===== src/rtl/vs_residual_ram_arbiter_pkg.sv =====
// rtl/vs_residual_ram_arbiter_pkg.sv - shared types and helpers for the residual RAM arbiter
package vs_arbiter_pkg;

  localparam int FP_DATA_BUS_WIDTH = 32;
  localparam int ARB_MAX_REQ       = 8;
  localparam int ARB_IDX_W         = $clog2(ARB_MAX_REQ);

  typedef enum logic {ARB_IDLE, ARB_OWNED} arb_state_t;

  function automatic logic [ARB_IDX_W-1:0] onehot_to_index(input logic [ARB_MAX_REQ-1:0] onehot);
    logic [ARB_IDX_W-1:0] idx;
    idx = '0;
    for (int i = 0; i < ARB_MAX_REQ; i++) begin
      if (onehot[i]) idx = ARB_IDX_W'(i);
    end
    return idx;
  endfunction

endpackage


===== src/rtl/vs_residual_ram_arbiter_if.sv =====
// rtl/vs_residual_ram_arbiter_if.sv - requester-side bus of the residual RAM arbiter
interface vs_residual_ram_arbiter_if #(
  parameter int NUM_REQ    = 3,
  parameter int ADDR_WIDTH = 8,
  parameter int DATA_WIDTH = 32
);
  logic [NUM_REQ-1:0]            req;
  logic [NUM_REQ-1:0]            req_we;
  logic [NUM_REQ*ADDR_WIDTH-1:0] req_addr;
  logic [NUM_REQ*DATA_WIDTH-1:0] req_wdata;
  logic [NUM_REQ-1:0]            gnt;
  logic [NUM_REQ-1:0]            rvalid;
  logic [DATA_WIDTH-1:0]         rdata;
  logic [NUM_REQ-1:0]            preempt_err;

  modport master (output req, req_we, req_addr, req_wdata,
                  input  gnt, rvalid, rdata, preempt_err);
  modport slave  (input  req, req_we, req_addr, req_wdata,
                  output gnt, rvalid, rdata, preempt_err);
endinterface


===== src/rtl/vs_residual_ram_arbiter_picker.sv =====
// rtl/vs_residual_ram_arbiter_picker.sv - combinational round-robin winner search from last_owner+1
module vs_rr_priority_picker
  import vs_arbiter_pkg::*;
#(
  parameter int NUM_REQ = 3
) (
  input  logic [NUM_REQ-1:0]   req,
  input  logic [ARB_IDX_W-1:0] last_owner,
  output logic [ARB_IDX_W-1:0] winner,
  output logic                 valid
);
  int idx;

  always_comb begin
    winner = '0;
    valid  = 1'b0;
    idx    = 0;
    // last_owner itself is visited last, so it only wins when nobody else asks
    for (int k = 1; k <= NUM_REQ; k++) begin
      idx = (int'(last_owner) + k) % NUM_REQ;
      if (!valid && req[idx]) begin
        valid  = 1'b1;
        winner = ARB_IDX_W'(idx);
      end
    end
  end
endmodule


===== src/rtl/vs_residual_ram_arbiter.sv =====
// rtl/vs_residual_ram_arbiter.sv - round-robin burst-lock arbiter for the shared residual RAM
// Optional owner timeout / forced release: VS_RESIDUAL_ARB_TIMEOUT_EN
module vs_residual_ram_arbiter
  import vs_arbiter_pkg::*;
#(
  parameter int NUM_REQ    = 3,
  parameter int ADDR_WIDTH = 8,
  parameter int DATA_WIDTH = FP_DATA_BUS_WIDTH,
  parameter int MAX_HOLD   = 64
) (
  input  logic                     clock,
  input  logic                     reset,
  vs_residual_ram_arbiter_if.slave bus,
  output logic                     ram_write_enable,
  output logic [ADDR_WIDTH-1:0]    ram_write_addr,
  output logic [DATA_WIDTH-1:0]    ram_write_data,
  output logic [ADDR_WIDTH-1:0]    ram_read_addr,
  input  logic [DATA_WIDTH-1:0]    ram_read_data
);
  localparam logic [NUM_REQ-1:0] GNT_ONE = NUM_REQ'(1);

  arb_state_t            state;
  logic [NUM_REQ-1:0]    gnt_q;
  logic [NUM_REQ-1:0]    rvalid_q;
  logic [NUM_REQ-1:0]    owner_cmd;
  logic [ARB_IDX_W-1:0]  last_owner;
  logic [ARB_IDX_W-1:0]  owner_idx;
  logic [ARB_IDX_W-1:0]  pick_idx;
  logic                  pick_valid;
  logic                  cmd;
  logic                  handover;
  logic                  force_release;
  logic [ADDR_WIDTH-1:0] owner_addr;
  logic [DATA_WIDTH-1:0] owner_wdata;

  vs_rr_priority_picker #(.NUM_REQ(NUM_REQ)) u_picker (
    .req        (bus.req),
    .last_owner (last_owner),
    .winner     (pick_idx),
    .valid      (pick_valid)
  );

  assign owner_idx = onehot_to_index(ARB_MAX_REQ'(gnt_q));
  assign owner_cmd = gnt_q & bus.req;
  assign cmd       = |owner_cmd;
  assign handover  = (state == ARB_OWNED) && (!cmd || force_release);

  always_comb begin
    owner_addr  = '0;
    owner_wdata = '0;
    if (|gnt_q) begin
      owner_addr  = bus.req_addr[owner_idx*ADDR_WIDTH +: ADDR_WIDTH];
      owner_wdata = bus.req_wdata[owner_idx*DATA_WIDTH +: DATA_WIDTH];
    end
  end

  always_ff @(posedge clock or posedge reset) begin
    if (reset) begin
      state      <= ARB_IDLE;
      gnt_q      <= '0;
      rvalid_q   <= '0;
      last_owner <= ARB_IDX_W'(NUM_REQ - 1);
    end else begin
      // read tag follows the issuer, not the current grant, so handover stays safe
      rvalid_q <= owner_cmd & ~bus.req_we;
      if (state == ARB_IDLE || handover) begin
        if (pick_valid) begin
          gnt_q      <= GNT_ONE << pick_idx;
          last_owner <= pick_idx;
          state      <= ARB_OWNED;
        end else begin
          gnt_q <= '0;
          state <= ARB_IDLE;
        end
      end
    end
  end

`ifdef VS_RESIDUAL_ARB_TIMEOUT_EN
  localparam int HOLD_W = $clog2(MAX_HOLD + 1);

  logic [HOLD_W-1:0]  hold_cnt;
  logic [NUM_REQ-1:0] preempt_q;

  assign force_release = cmd && (hold_cnt >= HOLD_W'(MAX_HOLD - 1)) && |(bus.req & ~gnt_q);

  always_ff @(posedge clock or posedge reset) begin
    if (reset) begin
      hold_cnt  <= '0;
      preempt_q <= '0;
    end else begin
      if (force_release) preempt_q <= preempt_q | gnt_q;
      if (state != ARB_OWNED || handover) hold_cnt <= '0;
      else if (cmd && hold_cnt != HOLD_W'(MAX_HOLD)) hold_cnt <= hold_cnt + 1'b1;
    end
  end

  assign bus.preempt_err = preempt_q;
`else
  assign force_release   = 1'b0;
  assign bus.preempt_err = '0;
`endif

  assign bus.gnt          = gnt_q;
  assign bus.rvalid       = rvalid_q;
  assign bus.rdata        = ram_read_data;
  assign ram_write_enable = |(owner_cmd & bus.req_we);
  assign ram_write_addr   = owner_addr;
  assign ram_write_data   = owner_wdata;
  assign ram_read_addr    = owner_addr;
endmodule


===== src/flat_wrapper.sv =====
// flat-port wrapper written by rule: the top's interface ports become plain ports
module vs_residual_ram_arbiter_flat import vs_arbiter_pkg::*;
#(
  parameter int NUM_REQ    = 3,
  parameter int ADDR_WIDTH = 8,
  parameter int DATA_WIDTH = FP_DATA_BUS_WIDTH,
  parameter int MAX_HOLD   = 64
)
  (clock, reset, ram_write_enable, ram_write_addr, ram_write_data, ram_read_addr, ram_read_data, bus_req, bus_req_we, bus_req_addr, bus_req_wdata, bus_gnt, bus_rvalid, bus_rdata, bus_preempt_err);
  vs_residual_ram_arbiter_if #(.NUM_REQ(NUM_REQ), .ADDR_WIDTH(ADDR_WIDTH), .DATA_WIDTH(DATA_WIDTH)) bus_i ();
  input  logic clock;
  input  logic reset;
  output logic ram_write_enable;
  output logic [ADDR_WIDTH-1:0] ram_write_addr;
  output logic [DATA_WIDTH-1:0] ram_write_data;
  output logic [ADDR_WIDTH-1:0] ram_read_addr;
  input  logic [DATA_WIDTH-1:0] ram_read_data;
  input wire logic [$bits(bus_i.req)-1:0] bus_req;
  input wire logic [$bits(bus_i.req_we)-1:0] bus_req_we;
  input wire logic [$bits(bus_i.req_addr)-1:0] bus_req_addr;
  input wire logic [$bits(bus_i.req_wdata)-1:0] bus_req_wdata;
  output wire logic [$bits(bus_i.gnt)-1:0] bus_gnt;
  output wire logic [$bits(bus_i.rvalid)-1:0] bus_rvalid;
  output wire logic [$bits(bus_i.rdata)-1:0] bus_rdata;
  output wire logic [$bits(bus_i.preempt_err)-1:0] bus_preempt_err;
  assign bus_i.req = bus_req;
  assign bus_i.req_we = bus_req_we;
  assign bus_i.req_addr = bus_req_addr;
  assign bus_i.req_wdata = bus_req_wdata;
  assign bus_gnt = bus_i.gnt;
  assign bus_rvalid = bus_i.rvalid;
  assign bus_rdata = bus_i.rdata;
  assign bus_preempt_err = bus_i.preempt_err;
  vs_residual_ram_arbiter #(.NUM_REQ(NUM_REQ), .ADDR_WIDTH(ADDR_WIDTH), .DATA_WIDTH(DATA_WIDTH), .MAX_HOLD(MAX_HOLD)) u_core (.clock(clock), .reset(reset), .bus(bus_i), .ram_write_enable(ram_write_enable), .ram_write_addr(ram_write_addr), .ram_write_data(ram_write_data), .ram_read_addr(ram_read_addr), .ram_read_data(ram_read_data));
endmodule

===== config.mk =====
export PLATFORM = sky130hd
export DESIGN_NAME = vs_residual_ram_arbiter_flat
export DESIGN_NICKNAME = d
export VERILOG_FILES = /design/src/rtl/vs_residual_ram_arbiter_pkg.sv /design/src/rtl/vs_residual_ram_arbiter_if.sv /design/src/rtl/vs_residual_ram_arbiter_picker.sv /design/src/rtl/vs_residual_ram_arbiter.sv /design/src/flat_wrapper.sv
export SDC_FILE = /design/constraint.sdc
export NUM_CORES = 1
export LEC_CHECK = 0
export CORE_MARGIN = 1.5
export CORE_UTILIZATION = 25
export CTS_CLUSTER_SIZE = 30
export DETAILED_ROUTE_END_ITERATION = 12
export PLACE_DENSITY = 0.71
export SKIP_LAST_GASP = 1
export SLEW_MARGIN = 20
export SYNTH_ARGS = -nofsm -noshare
export SYNTH_HDL_FRONTEND = slang
export SYNTH_SLANG_ARGS = --single-unit

===== constraint.sdc =====
create_clock -name clock -period 4.9 [get_ports clock]
set_clock_uncertainty 0.1 [all_clocks]
set_input_delay 1.47 -clock clock [delete_from_list [all_inputs] [get_ports clock]]
set_output_delay 1.47 -clock clock [all_outputs]
set_load 0.05 [all_outputs]

Word-level counts from Yosys, hierarchy flattened:

Cells that the tools add are included.

* input port bits: 160
* output and inout port bits: 90
* register bits: 10
* logic and storage cells: 53

* bitwise logic cells: 5
* div/mod/pow operators: 3
* shifts and indexed selects: 3
* muxes and demuxes: 21
* reduce and logical (&&, ||, !) cells: 11
* magnitude comparators: 3
* $add $sub $neg: 3

Operator list (number)
* $lt A32 B4 Y1 const B: 3
* $mod A32 B3 Y32 const B: 3
* $shiftx A96 B9 Y32: 1
* $mux W32: 1
* $shiftx A24 B7 Y8: 1
* $mux W3: 5
* $mux W1: 11
* $and A3 B3 Y3: 3
* $reduce_or A3 Y1: 3
* $add A3 B2 Y4 const B: 2
* $mux W8: 1
* $bmux W1 S2: 3
* $add A3 B1 Y4 const B: 1
* $logic_and A1 B1 Y1: 3
* $logic_not A1 Y1: 3
* $not A3 Y3: 1
* $shl A1 B3 Y3 const A: 1
* $reduce_and A2 Y1: 1
* $logic_or A1 B1 Y1: 1
* $not A1 Y1: 1

Longest topological paths before layout:

* depth in word-level cells: 14
* depth in mapped cells: 18
* mapped depth without buffers: 17

Hierarchy:

A second synthesis with hierarchy kept.

* cells, all modules: 357
* area, all modules: 2492.4 um^2

By module, submodules not included
* vs_residual_ram_arbiter: area an instance 1498.9 um^2, cells an instance 223, times used 1
* vs_rr_priority_picker: area an instance 993.5 um^2, cells an instance 134, times used 1

Worst setup path before layout:

Ideal clock, no wire load.

* path kind: input to output
* start point: input bus_req_addr[8]
* end point: output ram_write_addr[0]
* arrival time: 3.076 ns
* buffers on the path: 1
* path slack: 0.254 ns
* cell stages on the path: 3
* cell sequence: a22oi_1 > o21ai_0 > buf_4

* word-level cells in the longest chain between the ends: 2

RTL lines
* from (decl): RTL line flat_wrapper.sv:20 `input wire logic [$bits(bus_i.req_addr)-1:0] bus_req_addr;`
* $shiftx A24 B7 Y8: RTL line vs_residual_ram_arbiter.sv:52 `owner_addr = bus.req_addr[owner_idx*ADDR_WIDTH +: ADDR_WIDTH];`
* $mux W8: RTL line vs_residual_ram_arbiter.sv:51 `if (|gnt_q) begin`
* to (decl): RTL line flat_wrapper.sv:14 `output logic [ADDR_WIDTH-1:0] ram_write_addr;`

Every way passes these cells.

Worst setup path in the final report:

* start point: register u_core.last_owner[1]
* end point: register u_core.last_owner[0]

* word-level cells in the longest chain between the ends: 13

RTL lines
* from (decl): RTL line vs_residual_ram_arbiter.sv:26 `logic [ARB_IDX_W-1:0] last_owner;`
* from (signal assigned): RTL line vs_residual_ram_arbiter.sv:62 `last_owner <= ARB_IDX_W'(NUM_REQ - 1);`
* from (signal assigned): RTL line vs_residual_ram_arbiter.sv:69 `last_owner <= pick_idx;`
* $add A3 B1 Y4: RTL line vs_residual_ram_arbiter_picker.sv:20 `idx = (int'(last_owner) + k) % NUM_REQ;`
* $mod A32 B3 Y32: RTL line vs_residual_ram_arbiter_picker.sv:20
* $bmux W1 S2: RTL line vs_residual_ram_arbiter_picker.sv:21 `if (!valid && req[idx]) begin`
* $mux W1 (not written as such) (2 in series): RTL line vs_residual_ram_arbiter_picker.sv:21
* $mux W1: RTL line vs_residual_ram_arbiter_picker.sv:21
* $logic_not A1 Y1: RTL line vs_residual_ram_arbiter_picker.sv:21
* $logic_and A1 B1 Y1: RTL line vs_residual_ram_arbiter_picker.sv:21
* $mux W1: RTL line vs_residual_ram_arbiter_picker.sv:21
* $logic_not A1 Y1: RTL line vs_residual_ram_arbiter_picker.sv:21
* $logic_and A1 B1 Y1: RTL line vs_residual_ram_arbiter_picker.sv:21
* $mux W1: RTL line vs_residual_ram_arbiter_picker.sv:21
* $reduce_and A2 Y1 (no line)

Parallel ways exist; a longest one is shown, timed or not. The select of a mux whose other input is x is not followed.
A chain may end at the register's enable or synchronous reset.

==> metrics.md <==
| Metric | Value |
|---|---|
| Status | complete, no violations |
| Post-route cell area | approximately 4500 um^2 |
| Worst Tran Pin Value | 0.687 ns |
| Reg-to-reg endpoint | u_core.last_owner[0]$_DFFE_PP0P_ |
| Asr flop ratio synth | 1.00 |
| Core Footprint | 10300 um^2 |
| Vias in the first global route | 3209 |
| Chip width | about 110 um |
| First-pass GRT wire length | approximately 16000 um |
| Worst Setup EP | u_core.last_owner[0]$_DFFE_PP0P_ |
| Hold-fix buffers, CTS | 0 |
| Post-layout util | 0.438 |
| H-tree levels | 1 |
| Cells after Synth | 367 |
| Overflow left after global routing | 0 |
| Initial antenna violation count | 0 |
| Leading cell type in the layout, fill and taps excluded | clkdlybuf4s50_1 |
| Peak Freq | 218 MHz |
| Setup violation total in the final timing report | 0 |
| Post-synth EDFFs | 0 |
| Required @ worst endpoint | 4.92 ns |
| Final period util | 0.935 |
| Maximum vdd ir drop | 0.692 mV |
| Die area | 11100 um^2 |
| Fin crit period | 4.58 ns |
| Top_reg_cell synth | dfrtp_1 |
| Setup bufs post-CTS | 0 |
| Clock Latency Late Sink | about 0.24 ns |
| Reg clk slew, reported paths | roughly 0.050 ns |
| Slew margin rel. | 0.540 |
| Drt drc | 0 |
| Initial Util | 0.256 |
| Power Density | approximately 890 nW/um^2 |
| TritonCTS clock tree | done |
| Sum Neg Setup Slack | 0 ns |
| Port buffer count | 182 |
| Synthesis-stage register bit count | 10 |
| DR iter-0 viols | 251 |
| CTS Sinks | 10 |
| Final hold violations | 0 |
| Final nets | 685 |
| Worst hold path class | reg2reg |
| HPWL after DPL | 9240 um |
| Row cnt | 37 |
| Max-slew violation count | 0 |
| Sequential-to-total area share from yosys stat | 0.0956 |
| Leak | 1.81 nW |
| Vias/cell | 5.05 |
| Vias | ~3.2k |
| Hold path cells | 2 |
| Hold_ws | 0.490 ns |
| WP data arrival | 4.60 ns |
| TritonRoute pass-1 iters | 5 |
| Max Cap Viol | 0 |
| Commonest non-fill, non-tap cells in the layout | clkdlybuf4s50_1, nand2_1, buf_4, o21ai_0, a22oi_1 |
| Synth warn | 0 |
| Share of post-route cells with drive strength above 1 | 0.190 |
| Critical path startpoint category | register |
| RSZ-0062 raised after global routing | false |
| I/O pins | 250 |
| Total CTS buffers | 3 |
| Routed Wire Length | about 11000 um |
| Critical path class | reg2reg |
| Setup ws final | 0.319 ns |
| R2R cell count | 17 |
| R2R Setup Slk | 0.32 ns |
| Clock Tree Root | clkbuf_8 |
| Area after DPL | roughly 4400 um^2 |
| Worst setup path startpoint | u_core.last_owner[1]$_DFFE_PP1P_ |
| GPL Wtd Cong | 0.943 |
| Worst R2R Start | u_core.last_owner[1]$_DFFE_PP1P_ |
| Resize count post-CTS | 0 |
| Diode count | 0 |
| Distinct cell type count after synthesis | 60 |
| Endpoint class of the critical path | register |
| GRT Resource Usage Total | 0.188 |
| Post-Syn Area | 2630 um^2 |
| Average size of a mapped cell | approximately 7.2 um^2 |
| Largest net degree at the start of global routing | 45 |
| Area growth syn-to-layout | 71.2% |
| Wire per inst | 17.2 um |
| Die Span Y | 106 um |
| Largest fanout on the critical path | 9 |
| Pre-CTS setup slack | 0.263 ns |
| CTS Buffer Depth | 2 |
| DRT antenna net count | 0 |
[registers in the layout (all words and copies together), names as in the netlist]
signal / count
u_core.bus.rvalid: 3
u_core.state: 1
u_core.bus.gnt: 3
u_core.last_owner: 3
[layout make-up]
cell class / instances / area (um^2)
clock buffer: 4 / 55.1
fill: 1047 / 5780
inverter: 11 / 41.3
multi-input combinational: 281 / 1910
sequential: 10 / 253
tap: 136 / 170
timing repair buffer: 198 / 2070
[per-layer routing]
layer | GRT usage | up-vias | wire, um | share of wire
li1 | - | 1552 | - | -
met4 | 0.0463 | 0 | 227 | 0.021
met3 | 0.0872 | 16 | 1600 | 0.14
met5 | 0 | - | 0 | 0
met2 | 0.279 | 162 | 4600 | 0.42
met1 | 0.247 | 1499 | 4610 | 0.42
[per-stage QoR]
stage,std cells,power [mW]
after CTS,640,3.97
after global placement,636,3.77
after detailed placement,636,3.84
after floorplan,369,2.88
final,640,4.00
after global routing,640,4.31
[worst min-delay path by stage]
stage | startpoint | end
2_1_floorplan | u_core.state$_DFFE_PP0N_ | u_core.bus.gnt[0]$_DFFE_PP0N_
3_3_place_gp | u_core.bus.gnt[0]$_DFFE_PP0N_ | u_core.bus.gnt[0]$_DFFE_PP0N_
3_5_place_dp | u_core.bus.gnt[0]$_DFFE_PP0N_ | u_core.bus.gnt[0]$_DFFE_PP0N_
4_1_cts | u_core.bus.gnt[0]$_DFFE_PP0N_ | u_core.bus.gnt[0]$_DFFE_PP0N_
5_1_grt | u_core.bus.gnt[0]$_DFFE_PP0N_ | u_core.bus.rvalid[0]$_DFF_PP0_
6_report | u_core.bus.gnt[0]$_DFFE_PP0N_ | u_core.bus.gnt[0]$_DFFE_PP0N_
[power breakdown]
part           leakage (nW)  switching, mW  internal (mW)  total (mW)
combinational          1.66           2.19           1.52        3.71
sequential            0.124         0.0551          0.127       0.183
clock                0.0288         0.0322         0.0706       0.103
total                  1.81           2.28           1.72        4.00
[critical path, stage by stage, from the launching register on]
cell,delay [ns]
dfstp_2,0.63
inv_1,0.15
ha_1,0.28
a21o_1,0.25
nor2_1,0.18
ha_1,0.21
ha_1,0.27
a21o_2,0.15
nor3_1,0.06
or2_2,0.28
ha_1,0.20
a31oi_1,0.19
nand2_1,0.11
or4b_4,0.56
o32ai_4,0.16
nor2_1,0.11
a31oi_2,0.20
mux2_2,0.37
[cell usage after synthesis, types with 3 or more instances]
cell      instances  area, um^2
a22o_1            3        26.3
buf_4            43         323
xnor2_1           4        35.0
ha_1             20         250
a22oi_1          42         315
nand3_1           5        25.0
a211oi_1          4        30.0
inv_1            10        37.5
nand2_1          61         229
mux2_2            3        33.8
a31oi_1           5        31.3
and3_1            5        31.3
buf_6             4        45.0
a21oi_1           4        20.0
nor2_1           14        52.6
dfrtp_1           9         225
nand2b_1          4        25.0
o21ai_0          44         220
o211ai_1          5        37.5
nor3_1            4        20.0
and2_1            3        18.8
clkbuf_1         20        75.1
nor2b_1           3        18.8
[cells by family after synthesis]
group / after synthesis / synth area share
DFF: 10 / 0.0956
muxes: 7 / 0.0333
and+or+nand+nor: 111 / 0.201
AOI/OAI and AO/OA: 132 / 0.351
adders and majority gates: 20 / 0.0951
buffers and inverters: 78 / 0.184
other: 1 / 0.00143
xor gates and xnor gates: 8 / 0.0381
Power figures use the tool's default switching activity.
